--- src/rtl/mcore_memreq_initiator_pkg.sv ---
// Shared encodings and control-word layout helpers for the mcore memreq initiator.
// Request control is {type, opaque, addr, len}; response control is {type, opaque, len}.
package mcore_memreq_initiator_pkg;

    localparam int TYPE_NBITS = 3;

    typedef enum logic [2:0] {
        MT_READ       = 3'd0,
        MT_WRITE      = 3'd1,
        MT_WRITE_INIT = 3'd2,
        MT_AMO_ADD    = 3'd3,
        MT_AMO_AND    = 3'd4,
        MT_AMO_OR     = 3'd5
    } msg_type_t;

    typedef enum logic [1:0] {
        ST_RUN   = 2'd0,
        ST_DRAIN = 2'd1,
        ST_IDLE  = 2'd2
    } state_t;

    function automatic int len_nbits(input int d);
        return $clog2(d / 8);
    endfunction

    function automatic int req_ctrl_nbits(input int o, input int a, input int d);
        return TYPE_NBITS + o + a + len_nbits(d);
    endfunction

    function automatic int resp_ctrl_nbits(input int o, input int d);
        return TYPE_NBITS + o + len_nbits(d);
    endfunction

    // Field offsets, counted from bit 0 where len sits.
    function automatic int req_opq_off(input int a, input int d);
        return len_nbits(d) + a;
    endfunction

    function automatic int req_type_off(input int o, input int a, input int d);
        return len_nbits(d) + a + o;
    endfunction

    function automatic int resp_opq_off(input int d);
        return len_nbits(d);
    endfunction

    function automatic int resp_type_off(input int o, input int d);
        return len_nbits(d) + o;
    endfunction

endpackage

--- src/rtl/mcore_memreq_tag_fifo.sv ---
// In-order FIFO of expected {tag, type} entries for in-flight requests.
// Push and pop may happen in the same cycle, including when full.
module mcore_memreq_tag_fifo #(
    parameter int p_depth = 4,
    parameter int p_width = 11
) (
    input  logic               clk,
    input  logic               reset,
    input  logic               push,
    input  logic [p_width-1:0] wdata,
    input  logic               pop,
    output logic [p_width-1:0] rdata,
    output logic               full,
    output logic               empty
);

    localparam int AW = (p_depth > 1) ? $clog2(p_depth) : 1;
    localparam logic [AW-1:0] LAST = AW'(p_depth - 1);
    localparam logic [AW:0] DEPTH = (AW + 1)'(p_depth);

    logic [p_width-1:0] mem [p_depth];
    logic [AW-1:0] wptr;
    logic [AW-1:0] rptr;
    logic [AW:0] count;
    logic do_push;
    logic do_pop;

    assign full    = (count == DEPTH);
    assign empty   = (count == '0);
    assign do_pop  = pop && !empty;
    assign do_push = push && (!full || do_pop);
    assign rdata   = mem[rptr];

    always_ff @(posedge clk) begin
        if (do_push) begin
            mem[wptr] <= wdata;
        end
    end

    always_ff @(posedge clk) begin
        if (!reset) begin
            wptr  <= '0;
            rptr  <= '0;
            count <= '0;
        end else begin
            if (do_push) begin
                wptr <= (wptr == LAST) ? '0 : wptr + AW'(1);
            end
            if (do_pop) begin
                rptr <= (rptr == LAST) ? '0 : rptr + AW'(1);
            end
            if (do_push && !do_pop) begin
                count <= count + (AW + 1)'(1);
            end else if (!do_push && do_pop) begin
                count <= count - (AW + 1)'(1);
            end
        end
    end

endmodule

--- src/rtl/mcore_memreq_initiator.sv ---
// Initiator end of the split control/data memreq protocol: tags client commands,
// tracks them in order and checks responses. Optional: MCORE_MEMREQ_INIT_CHECK_EN.
module mcore_memreq_initiator
    import mcore_memreq_initiator_pkg::*;
#(
    parameter int p_opaque_nbits    = 8,
    parameter int p_addr_nbits      = 32,
    parameter int p_data_nbits      = 32,
    parameter int p_max_outstanding = 4,
    localparam int LEN_W  = len_nbits(p_data_nbits),
    localparam int REQ_W  = req_ctrl_nbits(p_opaque_nbits, p_addr_nbits, p_data_nbits),
    localparam int RESP_W = resp_ctrl_nbits(p_opaque_nbits, p_data_nbits),
    localparam int CNT_W  = $clog2(p_max_outstanding) + 1
) (
    input  logic                    clk,
    input  logic                    reset,
    input  logic                    req_level,
    input  logic                    sec_level,
    input  logic                    drain,
    output logic                    drain_done,
    input  logic                    cmd_val,
    output logic                    cmd_rdy,
    input  logic [2:0]              cmd_type,
    input  logic [p_addr_nbits-1:0] cmd_addr,
    input  logic [LEN_W-1:0]        cmd_len,
    input  logic [p_data_nbits-1:0] cmd_data,
    output logic                    memreq_val,
    input  logic                    memreq_rdy,
    output logic [REQ_W-1:0]        memreq_control,
    output logic [p_data_nbits-1:0] memreq_data,
    input  logic                    memresp_val,
    output logic                    memresp_rdy,
    input  logic [RESP_W-1:0]       memresp_control,
    input  logic [p_data_nbits-1:0] memresp_data,
    output logic                    rsp_val,
    input  logic                    rsp_rdy,
    output logic [2:0]              rsp_type,
    output logic [p_data_nbits-1:0] rsp_data,
    output logic                    rsp_err,
    output logic [CNT_W-1:0]        inflight
);

    // Every channel is valid/ready: a transfer happens on a clock edge where both are high,
    // and a producer holds valid and its payload stable until that edge.
    localparam int FIFO_W        = p_opaque_nbits + TYPE_NBITS;
    localparam int REQ_OPQ_OFF   = req_opq_off(p_addr_nbits, p_data_nbits);
    localparam int REQ_TYPE_OFF  = req_type_off(p_opaque_nbits, p_addr_nbits, p_data_nbits);
    localparam int RESP_OPQ_OFF  = resp_opq_off(p_data_nbits);
    localparam int RESP_TYPE_OFF = resp_type_off(p_opaque_nbits, p_data_nbits);
    localparam logic [CNT_W:0] MAX_OUT = (CNT_W + 1)'(p_max_outstanding);

    state_t state;
    logic [p_opaque_nbits-1:0] tag;
    logic [p_opaque_nbits-1:0] tag_next;
    logic [p_opaque_nbits-1:0] head_tag;
    logic [p_opaque_nbits-1:0] resp_opq;
    logic [TYPE_NBITS-1:0] head_type;
    logic [TYPE_NBITS-1:0] resp_type;
    logic [FIFO_W-1:0] head;
    logic [FIFO_W-1:0] push_entry;
    logic [CNT_W:0] occupancy;
    logic fifo_full;
    logic fifo_empty;
    logic fifo_pop;
    logic cmd_fire;
    logic req_fire;
    logic resp_fire;
    logic err_now;
    logic unused;

    assign req_fire    = memreq_val && memreq_rdy;
    assign resp_fire   = memresp_val && memresp_rdy;
    assign cmd_fire    = cmd_val && cmd_rdy;
    assign occupancy   = {1'b0, inflight} + {{CNT_W{1'b0}}, memreq_val};
    assign cmd_rdy     = (state == ST_RUN) && (occupancy < MAX_OUT) && (!memreq_val || memreq_rdy);
    assign memresp_rdy = !rsp_val || rsp_rdy;
    assign drain_done  = (state == ST_IDLE) && drain;
    assign fifo_pop    = resp_fire && !fifo_empty;

    // A command accepted while the stage drains must take the tag after the departing one.
    assign tag_next   = req_fire ? tag + p_opaque_nbits'(1) : tag;
    assign push_entry = {memreq_control[REQ_OPQ_OFF +: p_opaque_nbits],
                         memreq_control[REQ_TYPE_OFF +: TYPE_NBITS]};
    assign head_tag   = head[TYPE_NBITS +: p_opaque_nbits];
    assign head_type  = head[TYPE_NBITS-1:0];
    assign resp_opq   = memresp_control[RESP_OPQ_OFF +: p_opaque_nbits];
    assign resp_type  = memresp_control[RESP_TYPE_OFF +: TYPE_NBITS];

`ifdef MCORE_MEMREQ_INIT_CHECK_EN
    assign err_now = fifo_empty || (resp_opq != head_tag) || (resp_type != head_type);
    assign unused  = ^{fifo_full, req_level, sec_level, memresp_control[LEN_W-1:0]};
`else
    assign err_now = 1'b0;
    assign unused  = ^{fifo_full, req_level, sec_level, memresp_control[LEN_W-1:0],
                       resp_opq, head_tag};
`endif

    mcore_memreq_tag_fifo #(
        .p_depth (p_max_outstanding),
        .p_width (FIFO_W)
    ) tag_fifo (
        .clk   (clk),
        .reset (reset),
        .push  (req_fire),
        .wdata (push_entry),
        .pop   (fifo_pop),
        .rdata (head),
        .full  (fifo_full),
        .empty (fifo_empty)
    );

    always_ff @(posedge clk) begin
        if (!reset) begin
            state <= ST_RUN;
        end else begin
            case (state)
                ST_RUN: if (drain) state <= ST_DRAIN;
                ST_DRAIN: begin
                    if (!drain) state <= ST_RUN;
                    else if (inflight == '0 && !memreq_val) state <= ST_IDLE;
                end
                ST_IDLE: if (!drain) state <= ST_RUN;
                default: state <= ST_RUN;
            endcase
        end
    end

    always_ff @(posedge clk) begin
        if (!reset) begin
            tag      <= '0;
            inflight <= '0;
        end else begin
            tag <= tag_next;
            if (req_fire && !fifo_pop) begin
                inflight <= inflight + CNT_W'(1);
            end else if (!req_fire && fifo_pop) begin
                inflight <= inflight - CNT_W'(1);
            end
        end
    end

    always_ff @(posedge clk) begin
        if (!reset) begin
            memreq_val     <= 1'b0;
            memreq_control <= '0;
            memreq_data    <= '0;
        end else if (cmd_fire) begin
            memreq_val     <= 1'b1;
            memreq_control <= {cmd_type, tag_next, cmd_addr, cmd_len};
            memreq_data    <= cmd_data;
        end else if (req_fire) begin
            memreq_val <= 1'b0;
        end
    end

    // A response with nothing outstanding reports its own type.
    always_ff @(posedge clk) begin
        if (!reset) begin
            rsp_val  <= 1'b0;
            rsp_type <= '0;
            rsp_data <= '0;
            rsp_err  <= 1'b0;
        end else if (resp_fire) begin
            rsp_val  <= 1'b1;
            rsp_type <= fifo_empty ? resp_type : head_type;
            rsp_data <= memresp_data;
            rsp_err  <= err_now;
        end else if (rsp_rdy) begin
            rsp_val <= 1'b0;
            rsp_err <= 1'b0;
        end
    end

endmodule

--- config.mk ---
export PLATFORM = sky130hd
export DESIGN_NAME = mcore_memreq_initiator
export DESIGN_NICKNAME = d
export VERILOG_FILES = /design/src/rtl/mcore_memreq_initiator_pkg.sv /design/src/rtl/mcore_memreq_tag_fifo.sv /design/src/rtl/mcore_memreq_initiator.sv
export SDC_FILE = /design/constraint.sdc
export NUM_CORES = 1
export LEC_CHECK = 0
export BUFFER_PORTS_ARGS = -buffer_cell sky130_fd_sc_hd__buf_2
export CAP_MARGIN = 0
export CORE_MARGIN = 5
export CORE_UTILIZATION = 45
export CTS_BUF_LIST = sky130_fd_sc_hd__clkbuf_8
export CTS_CLUSTER_DIAMETER = 50
export DETAILED_ROUTE_END_ITERATION = 16
export PLACE_DENSITY_LB_ADDON = 0.2
export SYNTH_ARGS = -nofsm -noshare
export SYNTH_HDL_FRONTEND = slang
export SYNTH_SLANG_ARGS = --single-unit
--- constraint.sdc ---
create_clock -name clk -period 3 [get_ports clk]
set_input_delay 0.45 -clock clk [delete_from_list [all_inputs] [get_ports clk]]
set_output_delay 0.45 -clock clk [all_outputs]
set_load 0.01 [all_outputs]
-- Word-level counts from Yosys, hierarchy flattened
Memory sizes are Yosys's and may differ from the RTL's. A register that Yosys moved wholly into a read port is not among the register bits.
Index checks and enable logic that the tools add are counted.
- register bits after elaboration: 134
- memory bits (writable): 44
- output and inout bits: 121
- logic and storage cells: 84
- memories kept: 1
- add/subtract/negate cells: 8
- $lt $le $gt $ge: 1
- eq/ne operators: 8
- multiplexer cells: 21
- reductions and logical operators: 33
- memory list (memory ; depth ; width ; rd ports ; clocked after memory_dff ; write ports ; line ; RTL):
    tag_fifo.mem ; 4 ; 11 ; 1 ; 1 ; 1 ; mcore_memreq_tag_fifo.sv:21 ; logic [p_width-1:0] mem [p_depth];
- operator list (operator ; number):
    $mux W2 ; 8
    $mux W3 ; 5
    $logic_and A1 B1 Y1 ; 14
    $add A8 B1 Y8 const B ; 1
    $logic_not A1 Y1 ; 8
    $mux W8 ; 1
    $reduce_bool A2 Y1 ; 4
    $add A3 B1 Y3 const B ; 2
    $eq A2 B2 Y1 const B ; 3
    $logic_not A3 Y1 ; 2
    $mux W1 ; 6
    $pmux W2 S3 ; 1
    $sub A3 B1 Y3 const B ; 2
    $add A2 B1 Y2 const B ; 2
    $add A3 B1 Y4 ; 1
    $lt A4 B3 Y1 const B ; 1
    $ne A2 B2 Y1 const B ; 2
    $eq A3 B3 Y1 const B ; 1
    $logic_or A1 B1 Y1 ; 3
    $ne A3 B3 Y1 const B ; 1
    $reduce_and A3 Y1 ; 1
    $eq A2 B1 Y1 const B ; 1
    $logic_not A2 Y1 ; 1

-- Logic depth before layout (Yosys ltp)
- depth in word-level cells: 11
- depth in mapped cells: 10
- depth with buffers taken out: 9

-- Modules after synthesis
From an unflattened synthesis, not the netlist that was laid out.
- cell total of the unflattened synthesis: 661
- area total of the unflattened synthesis: 6934.2 sq um
- by module, submodules not included (module ; instances ; cells each ; area each (sq um) ; sequential area each (sq um)):
    mcore_memreq_initiator ; 1 ; 553 ; 4849.7 ; 2542.4
    mcore_memreq_tag_fifo ; 1 ; 108 ; 2084.5 ; 1501.4

-- Worst setup path before layout
No wires, ideal clock.
- kind: input-to-reg
- start: in rsp_rdy
- end: reg tag_fifo.count[2]
- setup time: 70 ps
- arrival time: 2181 ps
- required time: 2930 ps
- setup slack: 749 ps
- cell stages on the path: 10
- path buffers: 1
- cells stage by stage: nand2b_1 buf_2 a2111oi_4 nor2_2 ha_1 inv_1 fa_1 xor2_1 or3_1 a21oi_1
- word-level cells in the longest chain between the ends: 9
- elaborated cells between the ends (all ways): 12
- those cells by class: mux (1); reduce/logical (11)
- RTL lines (what ; line ; RTL):
    start, declared ; mcore_memreq_initiator.sv:36 ; input logic rsp_rdy,
    $logic_or A1 B1 Y1 (*) ; mcore_memreq_initiator.sv:76 ; assign memresp_rdy = !rsp_val || rsp_rdy;
    via memresp_rdy ; mcore_memreq_initiator.sv:32 ; output logic memresp_rdy,
    $logic_and A1 B1 Y1 (*) ; mcore_memreq_initiator.sv:72 ; assign resp_fire = memresp_val && memresp_rdy;
    $logic_and A1 B1 Y1 (*) ; mcore_memreq_initiator.sv:78 ; assign fifo_pop = resp_fire && !fifo_empty;
    $logic_and A1 B1 Y1 (*) ; mcore_memreq_tag_fifo.sv:30 ; assign do_pop = pop && !empty;
    $logic_or A1 B1 Y1 (*) ; mcore_memreq_tag_fifo.sv:31 ; assign do_push = push && (!full || do_pop);
    $logic_and A1 B1 Y1 (*) ; mcore_memreq_tag_fifo.sv:31 ;
    via tag_fifo.do_push ; mcore_memreq_tag_fifo.sv:25 ; logic do_push;
    $logic_not A1 Y1 ; mcore_memreq_tag_fifo.sv:54 ; end else if (!do_push && do_pop) begin
    $logic_and A1 B1 Y1 ; mcore_memreq_tag_fifo.sv:54 ;
    $reduce_bool A2 Y1 (no line) ; -- ;
    end signal, assigned ; mcore_memreq_tag_fifo.sv:53 ; count <= count + (AW + 1)'(1);
    end signal, assigned ; mcore_memreq_tag_fifo.sv:55 ; count <= count - (AW + 1)'(1);
    end, declared ; mcore_memreq_tag_fifo.sv:24 ; logic [AW:0] count;
The timed path passes the listed nets; every way through them passes the cells marked *.
A chain may end at the register's enable or synchronous reset.

-- Final worst setup path
- start: reg tag_fifo.count[0]
- end: reg tag_fifo.count[2]
- word-level cells in the longest chain between the ends: 9
- elaborated cells between the ends (all ways): 17
- those cells by class: add/sub (2); eq/ne (1); mux (2); reduce/logical (12)
- RTL lines (what ; line ; RTL):
    $logic_not A3 Y1 ; mcore_memreq_tag_fifo.sv:29 ; assign empty = (count == '0);
    $logic_not A1 Y1 ; mcore_memreq_tag_fifo.sv:30, mcore_memreq_initiator.sv:78 ;
    $logic_and A1 B1 Y1 ; mcore_memreq_initiator.sv:78 ;
    $logic_and A1 B1 Y1 ; mcore_memreq_tag_fifo.sv:30 ;
    $logic_or A1 B1 Y1 ; mcore_memreq_tag_fifo.sv:31 ;
    $logic_and A1 B1 Y1 ; mcore_memreq_tag_fifo.sv:31 ;
    $logic_not A1 Y1 ; mcore_memreq_tag_fifo.sv:54 ;
    $logic_and A1 B1 Y1 ; mcore_memreq_tag_fifo.sv:54 ;
    $reduce_bool A2 Y1 (no line) ; -- ;
Several ways; a longest one is shown, not always the timed one. The select of a mux whose other input is x is not followed.

==> run metrics <==
Worst Path Arrival 2820 ps; Hold Fails Final Rpt 0; register area share after synthesis 0.5589; status finished, final reports clean; design area 7173 sq um; Mapped Cells 620; Mapped Area 5517 sq um; pre-CTS setup slack between 400 and 500 ps; Die Ht 120.7 um; Core Area 12010 sq um; Util after Layout 0.5972; worst path required time 3360 ps; via count just under 5000; Initial Util 0.4593; layout cells sized above 1 0.3290; clk_lat worst skew approximately 440 ps; Reg2Reg Depth 8; Die X 120.7 um; CTS tree done; post-route insts no fill 996; HP Start cmd_addr[8]; wire per inst 14.72 um; Reg2Reg Setup Slack 540 ps; DRC 0; Layout Nets 968; final wirelength 14660 um; H-tree depth 4; post_cts resized 0; Setup-failing EPs final 0; Total Power 5.652 mW; Root Buffer clkbuf_8; hold buffers post-CTS 0; number of global-route vias before repair 4657; Post-synth ARST share 0; hold_ws 242.2 ps; synth top area cells dfxtp_1, nand2_1, a21oi_1; MaxCap Viol Count 0; Buffers on Ports 230; Final Critical Period 2458 ps; LEAKAGE 3.307 nW; skew final 8.526 ps; CTS buffer count 17; Worst Hold Path Cells 3; Synth Flop Type dfxtp_1; VDD IR max 0.5966 mV; DP HPWL 10710 um; RSZ-0062 raised after global routing false; WL met3 around 1200 um; Inst Count DP 963; Cell Pwr Density 788.0 nW/um^2; DRT antenna net count 0; Synth Area per Inst 8.898 sq um; Crit Path Class reg -> reg; Mapped Nets 753; Startpoint Class flip-flop; CTS clk-pin slew, worst paths 80 ps; Max Used Layer met4; setup bufs post-CTS 0; DRT iter0 DRCs 285; number of synthesized register bits 148; period utilisation layout 0.8195; GR Util All Layers 0.1977; first-pass GRT wire length approximately 23000 um; clk buf depth 2; number of flops mapped to enable cells by yosys 12; worst setup margin between 500 and 600 ps; Netlist cell types 43; Area Overhead vs Synth 30.03%; biggest area consumer among synthesized cells dfxtp_1; Post-DP Area between 6000 and 7000 sq um; reg2reg end tag_fifo.count[2]$_SDFFE_PN0P_; Setup TNS Final 0 ps; min-delay worst type in -> reg; Crit Path Max Fanout 6; DRT met1 WL 6011 um; DR WL met2 7226 um; drt pass-1 iters 5; Max Freq 0.4068 GHz; WHS Endpoint memreq_control[10]$_SDFFE_PN0P_; TritonCTS Sinks 148; CP endpoint kind flip-flop; largest net degree at the start of global routing 98; vias per cell 4.913; Placer Congestion about 0.75; # IOs approximately 240; initial antenna violation count 0; final max-slew violation count 0; Core Rows 40; Worst slew margin 0.5601; RR Startpoint tag_fifo.count[0]$_SDFFE_PN0P_; Worst Tran Pin Value 656.7 ps; area share of the largest cell type after synthesis 0.4935; die area 14570 sq um; YS warnings 0; GR Overflow Total 0
==> worst max path at each step <==
stage / startpoint / endpoint / depth (start not counted)
floorplan: rsp_rdy / tag_fifo.count[2]$_SDFFE_PN0P_ / 10
global placement: rsp_rdy / tag_fifo.count[2]$_SDFFE_PN0P_ / 10
detailed placement: rsp_rdy / tag_fifo.count[2]$_SDFFE_PN0P_ / 10
CTS: tag_fifo.count[0]$_SDFFE_PN0P_ / tag_fifo.count[2]$_SDFFE_PN0P_ / 8
global route: tag_fifo.count[0]$_SDFFE_PN0P_ / tag_fifo.count[2]$_SDFFE_PN0P_ / 8
finish: tag_fifo.count[0]$_SDFFE_PN0P_ / tag_fifo.count[2]$_SDFFE_PN0P_ / 8
==> logic make-up after synthesis <==
kind of cell	Yosys count	synth area share
AO/OA/AOI/OAI	138	0.1374
buffers and inverters	49	0.04740
multiplexers	9	0.02313
XOR/XNOR	11	0.01747
AND/OR/NAND/NOR	254	0.1896
adder cells (fa/ha/maj)	10	0.02540
other	1	0.0006798
flip-flops	148	0.5589
==> state kept, by name, indices dropped and copies added (netlist names), 2 cells and up, named ones only <==
signal,cells
memreq_data,32
tag_fifo.wptr,2
memreq_control,45
rsp_type,3
tag_fifo.mem,12
tag,8
tag_fifo.count,3
rsp_data,32
state,2
inflight,3
tag_fifo.rptr,2
==> routing by layer <==
layer  up-vias  global-route usage
li1       2465                   -
met5         -                   0
met1      2240              0.2242
met2       172              0.3419
met3        16             0.07063
met4         0             0.07224
==> synthesized netlist by cell type, drive strengths merged (2+ instances only) <==
master	count
or3	4
mux4	3
a211oi	3
edfxtp	12
ha	8
nand2	209
fa	2
o21ai	12
clkinv	2
xor2	8
inv	7
nor2	16
and2	6
o21a	2
nor3	3
nand3	4
buf	21
mux2i	6
nand2b	2
dfxtp	136
nand4	3
clkbuf	19
a21oi	116
xnor2	3
==> where the power goes <==
part / total [mW] / switching [mW] / internal [mW]
registers: 2.46 / 0.192 / 2.27
clock network: 1.77 / 0.700 / 1.07
logic: 1.42 / 0.844 / 0.580
total: 5.65 / 1.74 / 3.92
==> worst max-delay path: stages, from the launching register on <==
cell and delay [ps]:
dfxtp_1 380, or3_1 550, nand3_2 180, ha_1 200, inv_1 60, fa_1 370, xor2_1 160, or3_1 330
a21oi_1 150
==> area by class of cell <==
class	count	area, sq um
multi-input cells	423	2180
repair buffers	236	1221
clock buffers	21	289.0
fillers	1109	4838
flip-flops and latches	148	3083
well taps	147	183.9
clock inverters	11	178.9
inverters	9	35.03
diodes	1	2.502
==> cell usage in the layout (no fill, tap or decap), types with 2 or more instances in the layout <==
cell and count:
clkinv_2 6, mux2i_1 6, o21ai_1 2, buf_2 230, xnor2_1 3, fa_1 2
xor2_1 8, nand4_1 3, bufinv_16 5, nor2_1 15, nand2_1 209, a211oi_1 3
inv_1 8, and2_1 6, dfxtp_1 136, buf_12 2, mux4_2 3, clkbuf_8 21
o21ai_0 10, o21a_1 2, buf_4 4, nand3_1 3, a21oi_1 116, edfxtp_1 12
or3_1 4, nor3_1 2, ha_1 8, nand2b_1 2
Power figures use the tool's default switching activity.
